### config.mk
export PLATFORM = sky130hd
export DESIGN_NAME = ball_physics
export DESIGN_NICKNAME = d
export VERILOG_FILES = /design/src/rtl/ball_physics.sv
export SDC_FILE = /design/constraint.sdc
export NUM_CORES = 1
export LEC_CHECK = 0
export BUFFER_PORTS_ARGS = -buffer_cell sky130_fd_sc_hd__buf_2
export CAP_MARGIN = 15
export CORE_MARGIN = 1
export CORE_UTILIZATION = 62
export DETAILED_ROUTE_END_ITERATION = 10
export GPL_ROUTABILITY_DRIVEN = 0
export MAX_ROUTING_LAYER = met4
export PLACE_DENSITY = 0.89
export SLEW_MARGIN = 20
export SYNTH_ARGS = -nofsm -noshare
export SYNTH_HDL_FRONTEND = slang
export SYNTH_SLANG_ARGS = --single-unit
### constraint.sdc
create_clock -name clk -period 3.2 [get_ports clk]
set_clock_uncertainty 0.05 [all_clocks]
set_input_delay 0.16 -clock clk [delete_from_list [all_inputs] [get_ports clk]]
set_output_delay 0.16 -clock clk [all_outputs]
set_load 0.01 [all_outputs]
### src/rtl/ball_physics.sv
// Bouncing ball motion engine: fixed-point position and speed with wall, ceiling
// and floor rebounds under gravity, plus launch/pop lifecycle control.
module ball_physics #(
  parameter int FRAC_BITS       = 6,
  parameter int COORD_W         = 11,
  parameter int SPEED_W         = 16,
  parameter int FRAME_W         = 640,
  parameter int FRAME_H         = 480,
  parameter int BALL_SIZE       = 32,
  parameter int INITIAL_X_SPEED = 100,
  parameter int LAUNCH_Y_SPEED  = -128,
  parameter int BOUNCE_Y_SPEED  = 384,
  parameter int G               = 4,
  parameter int MAX_Y_SPEED     = 512
) (
  input  logic               clk,
  input  logic               reset,
  input  logic               startOfFrame,
  input  logic               launch,
  input  logic [COORD_W-1:0] launchX,
  input  logic [COORD_W-1:0] launchY,
  input  logic               dirLeft,
  input  logic               pop,
  output logic [COORD_W-1:0] topLeftX,
  output logic [COORD_W-1:0] topLeftY,
  output logic               active,
  output logic               popped,
  output logic               floorBounce
);

  localparam int POS_W  = COORD_W + FRAC_BITS + 2;
  localparam int CALC_W = POS_W + SPEED_W;
  localparam logic signed [CALC_W-1:0] XMAX = CALC_W'((FRAME_W - BALL_SIZE) << FRAC_BITS);
  localparam logic signed [CALC_W-1:0] YMAX = CALC_W'((FRAME_H - BALL_SIZE) << FRAC_BITS);

  typedef enum logic [1:0] {IDLE, MOVING, POPPED} stateT;

  stateT                      state, stateNext;
  logic signed [POS_W-1:0]    posX, posY, posXNext, posYNext;
  logic signed [SPEED_W-1:0]  xSpeed, ySpeed, xSpeedNext, ySpeedNext;
  logic                       poppedNext, floorBounceNext;
  logic signed [CALC_W-1:0]   nx, ny;
  logic signed [SPEED_W-1:0]  absX, absY;
  logic signed [SPEED_W:0]    ySum;

  // Next-state and next-datapath logic; pop wins over a coincident frame tick.
  always_comb begin
    stateNext       = state;
    posXNext        = posX;
    posYNext        = posY;
    xSpeedNext      = xSpeed;
    ySpeedNext      = ySpeed;
    poppedNext      = 1'b0;
    floorBounceNext = 1'b0;
    nx   = CALC_W'(posX) + CALC_W'(xSpeed);
    ny   = CALC_W'(posY) + CALC_W'(ySpeed);
    absX = xSpeed[SPEED_W-1] ? -xSpeed : xSpeed;
    absY = ySpeed[SPEED_W-1] ? -ySpeed : ySpeed;
    ySum = (SPEED_W+1)'(ySpeed) + (SPEED_W+1)'(G);

    case (state)
      IDLE: begin
        if (launch) begin
          posXNext   = $signed({2'b00, launchX, {FRAC_BITS{1'b0}}});
          posYNext   = $signed({2'b00, launchY, {FRAC_BITS{1'b0}}});
          xSpeedNext = dirLeft ? -SPEED_W'(INITIAL_X_SPEED) : SPEED_W'(INITIAL_X_SPEED);
          ySpeedNext = SPEED_W'(LAUNCH_Y_SPEED);
          stateNext  = MOVING;
        end
      end
      MOVING: begin
        if (pop) begin
          poppedNext = 1'b1;
          stateNext  = POPPED;
        end else if (startOfFrame) begin
          if (nx < 0) begin
            posXNext   = '0;
            xSpeedNext = absX;
          end else if (nx > XMAX) begin
            posXNext   = POS_W'(XMAX);
            xSpeedNext = -absX;
          end else begin
            posXNext = nx[POS_W-1:0];
          end
          // Floor rebound speed is fixed so the bounce height never decays or grows.
          if (ny >= YMAX) begin
            posYNext        = POS_W'(YMAX);
            ySpeedNext      = SPEED_W'(-BOUNCE_Y_SPEED);
            floorBounceNext = 1'b1;
          end else if (ny < 0) begin
            posYNext   = '0;
            ySpeedNext = absY;
          end else begin
            posYNext   = ny[POS_W-1:0];
            ySpeedNext = (ySum > (SPEED_W+1)'(MAX_Y_SPEED)) ? SPEED_W'(MAX_Y_SPEED)
                                                            : ySum[SPEED_W-1:0];
          end
        end
      end
      POPPED: begin
        if (startOfFrame) stateNext = IDLE;
      end
      default: stateNext = IDLE;
    endcase
  end

  always_ff @(posedge clk) begin
    if (reset) begin
      state       <= IDLE;
      posX        <= '0;
      posY        <= '0;
      xSpeed      <= '0;
      ySpeed      <= '0;
      popped      <= 1'b0;
      floorBounce <= 1'b0;
    end else begin
      state       <= stateNext;
      posX        <= posXNext;
      posY        <= posYNext;
      xSpeed      <= xSpeedNext;
      ySpeed      <= ySpeedNext;
      popped      <= poppedNext;
      floorBounce <= floorBounceNext;
    end
  end

  assign topLeftX = COORD_W'(posX >>> FRAC_BITS);
  assign topLeftY = COORD_W'(posY >>> FRAC_BITS);
  assign active   = (state != IDLE);

endmodule

Yosys cells after proc, flatten, opt, wreduce, memory -nomap -nowiden
Cells that the tools add are included.

Register bits after elaboration: 74. Input port bits: 28. Output and inout bits: 25. Logic and storage cells: 73.

Equality and inequality tests: 9. Magnitude comparators: 5. Bitwise operators: 2. Add/subtract/negate cells: 6. Reductions and logical operators: 9. Mux-type cells: 34.

Operator list (number): 2-to-1 mux 16 bit (14); 2-to-1 mux 19 bit (10); case mux 19 bit (2 select lines) (2); case mux 16 bit (2 select lines) (2); negation 16 bit (3); adder 19 x 16 -> 20 bit (2); < comparator 20 x 1 -> 1 bit (second input constant) (2); greater-or-equal comparator 20 x 16 -> 1 bit (second input constant) (1); greater-than comparator 20 x 17 -> 1 bit (second input constant) (1); adder 16 x 4 -> 17 bit (second input constant) (1); greater-than comparator 17 x 11 -> 1 bit (second input constant) (1); inequality test 2 bit (second input constant) (5); AND reduction 5 bit (2); 2-to-1 mux 2 bit (3); case mux 2 bit (3 select lines) (1); inequality test 4 bit (second input constant) (1); AND reduction 4 bit (1); nonzero test 2 bit (2); OR reduction 4 bit (1); inequality test 3 bit (second input constant) (1); AND reduction 3 bit (1); equality test 2 x 1 -> 1 bit (second input constant) (1); equality test 2 bit (second input constant) (1); zero test 2 bit (1); other kinds (3) (5).

Longest topological paths before layout
Gate-level depths: netlist of run 1.

Depth after elaboration: 8. Mapped depth: 12. Depth with buffers taken out: 11.

Worst setup path before layout of run 1
OpenSTA, ideal clock, no wires.

Kind: register -> register. Start point: register xSpeed[2]. End point: register xSpeed[15]. Stages on the path, launching flop included: 12. Arrival time: 2813 ps. Path buffers: 1. Clock period less this slack: 2934 ps. Path slack: 266 ps. Library setup time: 72 ps. Required time: 3078 ps. Path through: dfxtp_1 ha_1 a211o_1 a21oi_1 o21bai_1 xor2_1 or3_1 o31ai_1 nor3b_4 a21o_4 buf_6 mux2i_1.

Cells in the longest elaborated chain, start to end: 8. Elaborated cells between the ends (all ways): 13. Those cells by class: add/sub (3); order compare (2); eq/ne (1); mux (6); reduce/logical (1).

RTL lines: from (decl) (RTL line 40) `logic signed [SPEED_W-1:0] xSpeed, ySpeed, xSpeedNext, ySpeedNext;`; from (signal assigned) (RTL line 120) `xSpeed <= xSpeedNext;`; negation 16 bit (RTL line 57) `absX = xSpeed[SPEED_W-1] ? -xSpeed : xSpeed;`; 2-to-1 mux 16 bit (RTL line 57); negation 16 bit (RTL line 81) `xSpeedNext = -absX;`; 2-to-1 mux 16 bit (RTL line 79) `end else if (nx > XMAX) begin`; 2-to-1 mux 16 bit (RTL line 76) `if (nx < 0) begin`; 2-to-1 mux 16 bit (RTL line 75) `end else if (startOfFrame) begin`; 2-to-1 mux 16 bit (RTL line 72) `if (pop) begin`; case mux 16 bit (2 select lines) (RTL line 61) `case (state)`.

Several ways; a longest one is shown, not always the timed one. The select of a mux whose other input is x is not followed. A chain may end at the register's enable or synchronous reset.

Worst setup path after layout of run 1
Start point: register posX[7]. End point: register xSpeed[6].

Cells in the longest elaborated chain, start to end: 6. Elaborated cells between the ends (all ways): 9. Those cells by class: add/sub (1); order compare (2); eq/ne (1); mux (4); reduce/logical (1).

RTL lines: from (decl) (RTL line 39) `logic signed [POS_W-1:0] posX, posY, posXNext, posYNext;`; from (signal assigned) (RTL line 118) `posX <= posXNext;`; adder 19 x 16 -> 20 bit * (RTL line 55) `nx = CALC_W'(posX) + CALC_W'(xSpeed);`; < comparator 20 x 1 -> 1 bit (RTL line 76); 2-to-1 mux 16 bit (RTL line 76); 2-to-1 mux 16 bit (RTL line 75); 2-to-1 mux 16 bit (RTL line 72); case mux 16 bit (2 select lines) (RTL line 61).

Every way passes the cells marked *; elsewhere a longest branch is shown, timed or not. The select of a mux whose other input is x is not followed.

==> results, run 1 <==
- The checks that failed: hold timing, setup timing.
- The number of instances in the synthesized netlist is about 870.
- The later pin in the worst-skew pair is clocked with a latency of 380 ps.
- CTS saw slightly above 70 sinks.
- The run finished, with violations left.
- The floorplan has 37 rows.
- By count the netlist is led by 80 x nor2_1, 79 x nand2_1, 71 x dfxtp_1, 60 x a21oi_1, 44 x ha_1.
- The share of cells above drive strength 1 is 24.46%.
- The area of the placeable core is 10,420 um2.
- TritonCTS built the clock tree.
- The count of nets left with antenna violations once routing finished came out at 0.
- The category of cells accounting for the largest share of critical-path delay is compound AO/OA/AOI/OAI gates.
- The worst endpoint required time is 3420 ps.
- By startpoint and endpoint, the worst setup path is classified as flop to flop.
- The internal power consumption is 0.002168 W.
- The worst-case IR drop observed on VDD is approximately 0.24 mV.
- The final instance area is between 7000 and 8000 um2.
- The die height is ~110 um.
- The maximum net fanout on the critical path is 7.
- The post-synthesis async set-or-reset flop share is 0%.
- Data on the critical path arrives at its endpoint at 3580 ps.
- The final layout contains routed wiring with a total length of 23.13 mm.
- Counting flops and latches in the post-synthesis netlist gives approximately 70.
- The number of buffers and inverters on the critical path is 1.
- The tightest slew margin relative to the limit is a little under three fifths.
- The HPWL reported at the end of detailed placement is 14.17 mm.
- The cell area power density is between 400 and 500 nW/um2.
- STA classifies the critical path endpoint as a flop.
- The maximum buffer depth of the clock tree is 2.
- The standard cell with the maximum stage delay on the critical path is ha_2.
- For this block, the via count after detailed routing is 7,688.
- The startpoint type of the worst setup path is a flop.
- After the last flow step, the layout net total stands at 992.
- The analysis attributes to cell leakage a power of roughly 3.2 nW.
- In the post-synthesis netlist, the biggest area contributors are dfxtp_1 21%, ha_1 8.2%, xnor2_1 4.8%.
- The highest attainable clock frequency is 0.2979 GHz.
- In this run, synthesis inferred 0 flip-flops with an integrated enable.
- The synthesized area per cell is about 7.7 um2.
- The remaining global-route overflow is 0.
- The power after layout is 0.003682 W.
- The number of global-route vias before repair came to 6,640.
- The first global-routing pass estimated 31.87 mm of wire.
- The remaining design rule violation count is 0.
- The initial antenna violation count came to 0.
- The minimum period implied by the final worst setup slack is 3357 ps.
- The count of buffers from port buffering is 52.
- Setup repair after global routing could not meet its margin everywhere.
- The number of cells in the finished layout apart from fillers is 1,061.
- The tree is rooted in a clkbuf_8.
- The worst-margin pin slew is 670.8 ps.
- The final count of hold timing violations was 3.
- The clock group share of total power is between 20% and 30%.
- The synthesized netlist occupies a cell area of around 6700 um2.
- The die covers 11,270 um2.
- The worst setup slack before clock tree synthesis is 24.01 ps.
- The number of distinct library cells after synthesis is 98.
- The dominant cell type by area after synthesis is dfxtp_1.
- The number of slew-limit violations in the final report is 0.
- After clock tree synthesis, the clock-pin slew on the worst setup and hold paths is 100 ps.
- The top-area cell type share of the netlist area is a little over a fifth.
- The wire length per cell is 21.80 um.
- The first-pass iteration count of the detailed router is 7.
- After synthesis, flip-flops and latches occupy roughly a fifth of the total area.
- Setup violations remaining at the end of the flow were counted as 24.
- The proportion of total power due to net switching is between 40% and 50%.
- Walking the worst path, the cells encountered are ha_2 -> nor3_1 -> o31a_1 -> a211o_2 -> a2111oi_4 -> nor2_2 -> nor3b_4 -> buf_6 -> nand2_1 -> a221oi_1.
- The number of design-rule violations left by the first detailed-router iteration is 1,159.
- Combinational cells account for 46.2% of the total power.
- The path class of the tightest hold or removal check is input pin to flop.
- The overall routing resource usage is 36.12%.
- In this design, the stage delay of the slowest critical-path cell is 460 ps.
- The signed area change from the synthesized netlist to the final layout is 14.23%.
- The number of nets in the synthesized netlist is ~940.
- The H-tree generated during clock tree synthesis spans 3 levels.
- The Yosys step of the flow raised 0 warnings.
- The initial cell density of the core is 64.56%.
- The largest net degree at the start of global routing is 55.
- Among all flip-flop cells after synthesis, the most frequent one is dfxtp_1.
- After layout, the worst path uses 104.9% of the clock period.
- The cell area reported after detailed placement is 7078 um2.
- The number of max-cap violations is 0.
- The count of placed standard cells including taps is 1,035.
- On the final layout, the worst hold slack is -12.97 ps.
- In the routed layout, each cell is associated on average with a via count of 7.246.
- Measured along the x axis, the die boundary spans 106.2 um.
- Buffers inserted during clock tree synthesis total 9.
- For this design the total switching power over the nets is 0.001514 W.
- The most instantiated library cell after synthesis is nor2_1.
- 53 I/O pins were placed.
- Registers are responsible for 28.3% of the overall power.
- The final worst setup slack is -157.1 ps.
power by group through the flow:
stage               clock, W  combinational, W  sequential, W
floorplan                  0           0.00113        0.00103
global placement           0           0.00144        0.00104
detailed placement         0           0.00147        0.00105
CTS                 0.000913           0.00149        0.00103
global route        0.000960           0.00179        0.00104
finish              0.000938           0.00170        0.00104
path summary, 6_finish.rpt:
kind | slack, ps | cells past startpoint | endpoint | start
setup reg to reg | -160 | 10 | xSpeed[6] | posX[7]
hold / removal | -10 | 3 | posX[8] | launchX[2]
hold reg to reg | 410 | 2 | posY[1] | posY[1]
setup / recovery | -160 | 10 | xSpeed[6] | posX[7]
state kept, by name, indices dropped and copies added, names as in the netlist:
name / count
state: 2
popped: 1
floorBounce: 1
xSpeed: 15
posX: 19
posY: 18
ySpeed: 15
cell type report:
type | count | area [um2]
clock buffers | 10 | 137.6
diodes | 1 | 2.502
multi-input cells | 697 | 5019
fillers | 709 | 2734
well taps | 136 | 170.2
inverters | 30 | 112.6
repair buffers | 110 | 701.9
flip-flops and latches | 71 | 1431
clock inverters | 6 | 107.6
logic make-up (layout without fill, tap and decap cells):
logic type | Yosys count | after routing | share of synthesized area [%]
AO/OA/AOI/OAI | 277 | 278 | 30.40
XOR/XNOR | 54 | 54 | 7.033
adder cells (fa/ha/maj) | 45 | 45 | 8.484
buffers and inverters | 101 | 156 | 8.446
flip-flops | 71 | 71 | 21.13
multiplexers | 4 | 4 | 0.5954
other | 1 | 2 | 0.05576
AND/OR/NAND/NOR | 315 | 315 | 23.85
repair_timing:
item | CTS | global route
resized for setup | 3 | 58
hold endpoints to repair | 1 | 0
hold buffers | 1 | 0
setup buffers | 0 | 7
setup endpoints to repair | 9 | 46
pin swaps | 1 | 13
gates cloned | 0 | 1
placed cells by master, fill, tap and decap left out, drive strengths merged, types with 9 or more instances in the layout:
cell type,netlist,final
nor3,22,22
and2,9,9
nand2,79,79
a21oi,62,62
nand4,11,11
a221oi,22,22
a31oi,15,15
inv,30,30
a21o,19,20
nor2,82,82
or2,12,12
clkbuf,29,10
xnor2,37,37
xor2,17,17
ha,44,44
o21a,12,12
o21ai,43,43
dfxtp,71,71
a211oi,18,18
nand3,32,32
and3,14,14
buf,41,109
nor4,10,10
metal layers:
| layer | track usage, % | wire length (um) | up-vias |
|---|---|---|---|
| li1 | - | - | 3308 |
| met1 | 47.53 | 8806 | 3503 |
| met2 | 54.45 | 9739 | 691 |
| met3 | 6.376 | 3141 | 186 |
| met4 | 15.18 | 1446 | 0 |
| met5 | - | 0 | - |
tightest hold or removal path, stage by stage:
cell and delay, ps:
buf_2 90, nand2_1 50, a31oi_1 70
stage by stage:
| step | TNS (ps) | util, % | hold slack [ps] |
|---|---|---|---|
| 4_1_cts | 0 | 70.52 | 4.150 |
| 3_3_place_gp | 0 | 67.95 | 358.1 |
| 3_5_place_dp | 0 | 67.95 | 368.1 |
| 6_report | -2178 | 73.75 | -12.97 |
| 2_1_floorplan | 0 | - | 246.0 |
| 5_1_grt | -3273 | 73.73 | 2.940 |
Power figures use the tool's default switching activity.
==> run 2: changes to the inputs <==
--- a/config.mk
+++ b/config.mk
@@ -5,14 +5,14 @@
 export SDC_FILE = /design/constraint.sdc
 export NUM_CORES = 1
 export LEC_CHECK = 0
-export BUFFER_PORTS_ARGS = -buffer_cell sky130_fd_sc_hd__buf_2
-export CAP_MARGIN = 15
+export BUFFER_PORTS_ARGS = -buffer_cell sky130_fd_sc_hd__buf_4
+export CAP_MARGIN = 0
 export CORE_MARGIN = 1
 export CORE_UTILIZATION = 62
 export DETAILED_ROUTE_END_ITERATION = 10
 export GPL_ROUTABILITY_DRIVEN = 0
 export MAX_ROUTING_LAYER = met4
-export PLACE_DENSITY = 0.89
+export PLACE_DENSITY = 0.82
 export SLEW_MARGIN = 20
 export SYNTH_ARGS = -nofsm -noshare
 export SYNTH_HDL_FRONTEND = slang
==> results, run 2 (synthesis gave the netlist of run 1 again) <==
- The largest net degree at the start of global routing is 56 (was 55).
- The HPWL reported at the end of detailed placement is 14.72 mm (was 14.17 mm).
- The TritonCTS clock tree is done (unchanged).
- The post-detailed-route via-to-cell ratio came to 6.704 (was 7.246).
- The setup violation total in the final timing report is 0 (was 24).
- The maximum buffer depth of the clock tree is 2 (unchanged).
- The clock-pin slew on the worst setup and hold paths came to 90 ps (was 100 ps).
- The antenna cell count is 0 (was 1).
- The initial cell density of the core was 64.56% (unchanged).
- The category of cells accounting for the largest share of critical-path delay is compound AO/OA/AOI/OAI gates (unchanged).
- The most frequent standard cell in the layout excluding fill and tap cells was buf_4 (was nand2_1).
- The count of placed standard cells including taps was 1,046 (was 1,035).
- The minimum period implied by the final worst setup slack is 3119 ps (was 3357 ps).
- The maximum net fanout on the critical path is 10 (was 7).
- Crit path cell chain: ha_1 -> o21a_4 -> nand4_1 -> a211o_2 -> a2111oi_4 -> nor2_2 -> buf_4 -> nor2_1 -> xor2_1 -> nand2_1 -> a221oi_1 (was ha_2 -> nor3_1 -> o31a_1 -> a211o_2 -> a2111oi_4 -> nor2_2 -> nor3b_4 -> buf_6 -> nand2_1 -> a221oi_1).
- The startpoint type of the worst setup path is a flop (unchanged).
- The number of nets in the layout was 999 (was 992).
- The number of nets with antenna violations after routing is 0 (unchanged).
- The highest attainable clock frequency is 0.3206 GHz (was 0.2979 GHz).
- The area of the placeable core is 10,420 um2 (unchanged).
- The static leakage was 3.211 nW (was 3.155 nW).
- The flip-flop count of the largest register, all copies and words added is 19 (unchanged).
- The number of cells in the finished layout apart from fillers was 1,067 (was 1,061).
- The total number of clock tree sinks came to 71 (unchanged).
- The total vias in the final route is 7,153 (was 7,688).
- The number of global-route vias before repair was 6,492 (was 6,640).
- The share of cells above drive strength 1 is 25.13% (was 24.46%).
- The number of slew-limit violations in the final report was 0 (unchanged).
- The first-pass GRT wire length is 31.82 mm (was 31.87 mm).
- RSZ-0062 raised after global routing: yes (unchanged).
- The type of the tightest min-delay check is input pin to flop (unchanged).
- The clock root buffer was clkbuf_8 (unchanged).
- Registers with the highest flip-flop counts: posX: 19 flops, posY: 18 flops (unchanged).
- The worst endpoint required time is 3420 ps (about the same).
- The number of placement rows came to 37 (unchanged).
- The register with the highest flop count is posX (unchanged).
- The summed negative setup slack over all endpoints came to 0 ps (was -2178 ps).
- Run status: finished, violations left (unchanged).
- The number of buffers and inverters on the critical path is 1 (unchanged).
- The signed area change from the synthesized netlist to the final layout is 15.85% (was 14.23%).
- The worst-margin pin slew is 705.6 ps (was 670.8 ps).
- The remaining global-route overflow is 0 (unchanged).
- The initial antenna violation count is 0 (unchanged).
- The global routing usage on met1 came to 49.35% (was 47.53%).
- The final count of hold timing violations is 1 (was 3).
- The minimum hold slack is -1.261 ps (was -12.97 ps).
- The overall routed net length came to 20.96 mm (was 23.13 mm).
- The worst supply voltage drop on vdd is 0.2305 mV (was 0.2412 mV).
- The met2 track demand over resource is 55.61% (was 54.45%).
- The layer with the highest usage is met2 (unchanged).
- The deepest level of the CTS H-tree came to 3 (unchanged).
- The remaining design rule violation count came to 0 (unchanged).
- The die boundary width was 106.2 um (unchanged).
- The standard cell with the maximum stage delay on the critical path was a211o_2 (was ha_2).
- The largest stage delay on the critical path was 410 ps (was 460 ps).
- The CTS buffer count came to 9 (unchanged).
- The global routing met3 resource utilization is 3.863% (was 6.376%).
- The final clock period utilization by the worst path is 97.48% (was 104.9%).
- The cell area power density came to 456.0 nW/um2 (was 479.2 nW/um2).
- The number of max-cap violations was 0 (unchanged).
- The power after layout came to 0.003553 W (was 0.003682 W).
- The final-layout fill cell count is 761 (was 709).
- The first-pass iteration count of the detailed router is 5 (was 7).
- Violations in the final reports: hold timing (was hold timing, setup timing).
- The overall routing resource usage was 36.17% (was 36.12%).
- The die outline area came to 11,270 um2 (unchanged).
- The die height is 106.2 um (unchanged).
- The tightest slew margin relative to the limit is 52.91% (was 55.28%).
- The count of buffers from port buffering is 52 (unchanged).
- The wire length per cell is 19.65 um (was 21.80 um).
- The number of design-rule violations left by the first detailed-router iteration came to 681 (was 1,159).
- The clock insertion delay at the later pin of the skew report is 370 ps (was 380 ps).
- The critical path endpoint category is a flop (unchanged).
- Highest-count cells in the layout ignoring fill and taps: 117 x buf_4, 79 x nand2_1, 78 x nor2_1 (was 78 x nand2_1, 77 x nor2_1, 65 x dfxtp_1).
- The critical path start-end classification is flop to flop (unchanged).
- The worst path arrival time is 3340 ps (was 3580 ps).
- The count of boundary I/O pins came to 53 (unchanged).
- The minimum setup slack among reg-to-reg paths came to 80 ps (was -160 ps).
## run 2: changes by cell type in the layout (fill, tap and decap cells not counted), moves of 2 or more
cell	previous run	this run
a21oi_2	6	4
clkinv_4	0	2
dfxtp_2	5	8
o31ai_4	2	0
a21oi_1	55	58
nor4_1	7	4
ha_1	34	36
buf_4	56	117
ha_4	5	3
buf_2	52	0
dfxtp_1	65	63
nor4_2	3	6
o31ai_2	0	2
## run 2: report_power, final
| group | switching, W | leakage, nW | total, W | internal [W] |
|---|---|---|---|---|
| logic | 0.000965 | 2.51 | 0.00167 | 0.000705 |
| clock network | 0.000396 | 0.114 | 0.000837 | 0.000442 |
| registers | 0.0000896 | 0.586 | 0.00105 | 0.000956 |
## run 2: cell type report
type	instances	area (um2)	area share [%]
clock inverters	7	96.34	1.237
well taps	136	170.2	2.184
repair buffers	118	888.4	11.40
inverters	30	112.6	1.445
clock buffers	9	123.9	1.590
multi-input cells	696	4969	63.77
flip-flops and latches	71	1431	18.37
## run 2: worst paths after layout
check / from / endpoint / depth (start not counted)
max: xSpeed[4] / xSpeed[3] / 11
min: launchY[9] / posY[15] / 3
max reg2reg: xSpeed[4] / xSpeed[3] / 11
min reg2reg: posY[1] / posY[1] / 2
## run 2: per-layer routing
metal / wire [um] / vias up / part of all wire [%]
met1: 8818 / 3324 / 42
li1: - / 3331 / -
met4: 572 / 0 / 2.7
met5: 0 / - / 0
met3: 2044 / 57 / 9.8
met2: 9530 / 441 / 45
## run 2: repair_timing
item / CTS / global route
buffers inserted: 1 / 3
endpoints found under the setup margin: 2 / 55
pin swaps: 0 / 9
hold endpoints to repair: 1 / 0
gates resized for setup: 1 / 51
hold buffers: 1 / 0
## run 2: worst min-delay path, cell delays in order
cell,delay [ps]
buf_4,100
nand3_1,50
a21oi_1,60
## run 2: per-stage QoR
step | setup slack, ps | hold WS [ps] | instance area (um2) | utilization (%)
floorplan | 265.7 | 246.0 | 6725 | -
global placement | 89.89 | 363.4 | 7291 | 69.99
detailed placement | 27.74 | 370.6 | 7291 | 69.99
CTS | 12.96 | 1.256 | 7533 | 72.32
global route | -103.4 | 9.624 | 7791 | 74.80
finish | 80.60 | -1.261 | 7791 | 74.80
==> run 3: changes to the inputs <==
--- a/config.mk
+++ b/config.mk
@@ -7,12 +7,14 @@
 export LEC_CHECK = 0
 export BUFFER_PORTS_ARGS = -buffer_cell sky130_fd_sc_hd__buf_4
 export CAP_MARGIN = 0
+export CELL_PAD_IN_SITES_DETAIL_PLACEMENT = 1
+export CELL_PAD_IN_SITES_GLOBAL_PLACEMENT = 2
 export CORE_MARGIN = 1
-export CORE_UTILIZATION = 62
+export CORE_UTILIZATION = 37
 export DETAILED_ROUTE_END_ITERATION = 10
 export GPL_ROUTABILITY_DRIVEN = 0
 export MAX_ROUTING_LAYER = met4
-export PLACE_DENSITY = 0.82
+export PLACE_DENSITY_LB_ADDON = 0.1
 export SLEW_MARGIN = 20
 export SYNTH_ARGS = -nofsm -noshare
 export SYNTH_HDL_FRONTEND = slang
==> results, run 3 (synthesis gave the netlist of run 1 again) <==
- The number of max-cap violations is 0 (unchanged).
- The number of placement rows is 48 (was 37).
- The area of the placeable core is 17,540 um2 (was 10,420 um2).
- The critical path start-end classification is flop to flop (unchanged).
- The TritonCTS clock tree was done (unchanged).
- The number of global-route vias before repair is 7,073 (was 6,492).
- The remaining global-route overflow was 0 (unchanged).
- The deepest level of the CTS H-tree is 3 (unchanged).
- Run status: complete, no violations (was finished, violations left).
- The final count of hold timing violations came to 0 (was 1).
- The final-layout fill cell count is 2,140 (was 761).
- The signed area change from the synthesized netlist to the final layout is 20.86% (was 15.85%).
- The clock insertion delay at the later pin of the skew report is 350 ps (was 370 ps).
- The post-detailed-route via-to-cell ratio came to 5.953 (was 6.704).
- The number of design-rule violations left by the first detailed-router iteration is 357 (was 681).
- The reported net switching power was 0.001531 W (was 0.001450 W).
- The internal power consumption was 0.002243 W (was 0.002103 W).
- The tightest slew margin relative to the limit is 46.47% (was 52.91%).
- The number of cells in the finished layout apart from fillers is 1,169 (was 1,067).
- The maximum net fanout on the critical path is 5 (was 10).
- The largest net degree at the start of global routing was 55 (was 56).
- The startpoint type of the worst setup path is a flop (unchanged).
- The HPWL reported at the end of detailed placement is 18.83 mm (was 14.72 mm).
- The final standard cell utilization of the core is 46.35% (was 74.80%).
- The number of instances on the worst hold path is 3 (unchanged).
- The worst endpoint required time was 3350 ps (was 3420 ps).
- The clock group share of total power is 25.6% (was 23.6%).
- The standard cell with the maximum stage delay on the critical path is a2111oi_4 (was a211o_2).
- The maximum buffer depth of the clock tree is 2 (unchanged).
- The sequential share of power was 27.8% (was 29.4%).
- The initial antenna violation count is 0 (unchanged).
- The cell area power density is 464.3 nW/um2 (was 456.0 nW/um2).
- Crit path cell chain: ha_1 -> o21a_4 -> nand4_1 -> a211o_4 -> a2111oi_4 -> buf_4 -> o22ai_1 -> xnor2_1 -> o21ai_1 -> a211oi_2 -> a211oi_1 (was ha_1 -> o21a_4 -> nand4_1 -> a211o_2 -> a2111oi_4 -> nor2_2 -> buf_4 -> nor2_1 -> xor2_1 -> nand2_1 -> a221oi_1).
- The clock-pin slew on the worst setup and hold paths is 70 ps (was 90 ps).
- The relative contribution of combinational cells to total power is 46.6% (was 47.0%).
- The minimum setup slack among reg-to-reg paths is 60 ps (was 80 ps).
- The overall routed net length is 24.70 mm (was 20.96 mm).
- The count of buffers from port buffering is 52 (unchanged).
- The most frequent standard cell in the layout excluding fill and tap cells is buf_4 (unchanged).
- The register with the highest flop count is posX (unchanged).
- The launch instance of the worst register-to-register path is posX[4] (was xSpeed[4]).
- Registers with the highest flip-flop counts: posX: 19 flops, posY: 18 flops (unchanged).
- The highest attainable clock frequency is 0.3185 GHz (was 0.3206 GHz).
- The worst-margin pin slew is 802.1 ps (was 705.6 ps).
- The worst supply voltage drop on vdd came to 0.2997 mV (was 0.2305 mV).
- The beginning of the worst hold path is launchX[10] (was launchY[9]).
- The final clock period utilization by the worst path is 98.13% (was 97.48%).
- The total number of clock tree sinks was 71 (unchanged).
- The largest stage delay on the critical path is 490 ps (was 410 ps).
- The die height is 136.8 um (was 106.2 um).
- The remaining design rule violation count is 0 (unchanged).
- The setup violation total in the final timing report is 0 (unchanged).
- The clock root buffer is clkbuf_16 (was clkbuf_8).
- The wire length per cell is 21.13 um (was 19.65 um).
- The proportion of total power due to net switching came to 40.58% (was 40.82%).
- The first-pass GRT wire length is 38.58 mm (was 31.82 mm).
- The number of nets with antenna violations after routing is 0 (unchanged).
- RSZ-0062 raised after global routing: yes (unchanged).
- The critical path endpoint category is a flop (unchanged).
- The static leakage is 3.292 nW (was 3.211 nW).
- The worst-case reg-to-reg path depth is 11 (unchanged).
- The die boundary width was 136.8 um (was 106.2 um).
- The overall routing resource usage was 27.53% (was 36.17%).
- The share of cells above drive strength 1 is 26.17% (was 25.13%).
- The flip-flop count of the largest register, all copies and words added is 19 (unchanged).
- The die outline area is 18,720 um2 (was 11,270 um2).
- Highest-count cells in the layout ignoring fill and taps: 128 x buf_4, 79 x nor2_1, 79 x nand2_1 (was 117 x buf_4, 79 x nand2_1, 78 x nor2_1).
- The count of boundary I/O pins is 53 (unchanged).
- The antenna cell count came to 0 (unchanged).
- The endpoint with the worst hold slack is posX[16] (was posY[15]).
- The minimum period implied by the final worst setup slack is 3140 ps (was 3119 ps).
- The end of the worst register-to-register path is xSpeed[9] (was xSpeed[3]).
- The initial cell density of the core is 38.35% (was 64.56%).
- The first-pass iteration count of the detailed router is 4 (was 5).
- The count of placed standard cells including taps is 1,147 (was 1,046).
- The worst path arrival time was 3290 ps (was 3340 ps).
- The CTS buffer count is 9 (unchanged).
- The total vias in the final route came to 6,959 (was 7,153).
- The number of slew-limit violations in the final report is 0 (unchanged).
- The number of nets in the layout is 1,012 (was 999).
- The type of the tightest min-delay check was input pin to flop (unchanged).
-- run 3: cell types whose count changed in the layout (fill, tap and decap cells not counted), sizes merged --
cell	change
buf	+14
clkbuf	+4
bufinv	-2
clkinv	-1
dlygate4sd3	-1
inv	-1
-- run 3: repair_timing --
item,in CTS,in global routing
hold buffers,0,0
buffers inserted,1,5
resized for setup,8,58
pin swaps,0,18
endpoints found under the setup margin,23,42
-- run 3: worst max-delay path by stage --
stage / slack [ps] / startpoint / cells after the start / to
floorplan: 270 / xSpeed[2] / 11 / xSpeed[15]
global placement: -40 / ySpeed[13] / 10 / posY[18]
detailed placement: -50 / xSpeed[1] / 11 / xSpeed[12]
CTS: 9 / xSpeed[5] / 12 / xSpeed[6]
global route: -40 / xSpeed[13] / 11 / xSpeed[5]
finish: 60 / posX[4] / 11 / xSpeed[9]
-- run 3: layout make-up --
cell class / instances / area, um2 / area share [%]
Clock buffer: 13 / 250.2 / 3.079
Clock inverter: 3 / 18.77 / 0.2309
Inverter: 30 / 115.1 / 1.416
Multi-Input combinational cell: 696 / 5029 / 61.87
Sequential cell: 71 / 1430 / 17.60
Tap cell: 225 / 281.5 / 3.464
Timing Repair Buffer: 131 / 1003 / 12.35
-- run 3: power by group through the flow --
stage | Sequential, W | Clock [W] | Combinational (W)
CTS | 0.00104 | 0.000987 | 0.00165
finish | 0.00105 | 0.000966 | 0.00176
floorplan | 0.00103 | 0 | 0.00113
global route | 0.00105 | 0.00102 | 0.00191
detailed placement | 0.00105 | 0 | 0.00163
global placement | 0.00105 | 0 | 0.00159
-- run 3: metal layers --
layer  up-vias  global-route usage [%]  routed length, um
li1       3355                       -                  -
met1      3453                   37.94              12320
met2       135                   42.98              11270
met3        16                   2.852                820
met4         0                   6.593                293
met5         -                       -                  0
-- run 3: worst max-delay path, delay by kind of cell, from the launching register on --
kind	cells	cell delay [ps]
AOI/OAI and AO/OA	7	1600
adders and majority gates	1	360
DFF	1	330
buffers and inverters	1	220
and+or+nand+nor	1	170
xor gates and xnor gates	1	240
-- run 3: stage by stage --
step	power [W]	instance area [um2]	setup TNS, ps	worst slack, ps	hold slack, ps
after floorplan	0.002161	6725	0	265.7	246.0
after global routing	0.003980	8128	-112.9	-40.09	30.52
after global placement	0.002639	7505	-42.47	-42.47	366.2
after detailed placement	0.002689	7505	-268.5	-50.84	369.9
after CTS	0.003676	7818	0	8.572	5.631
final	0.003774	8128	0	59.87	14.73
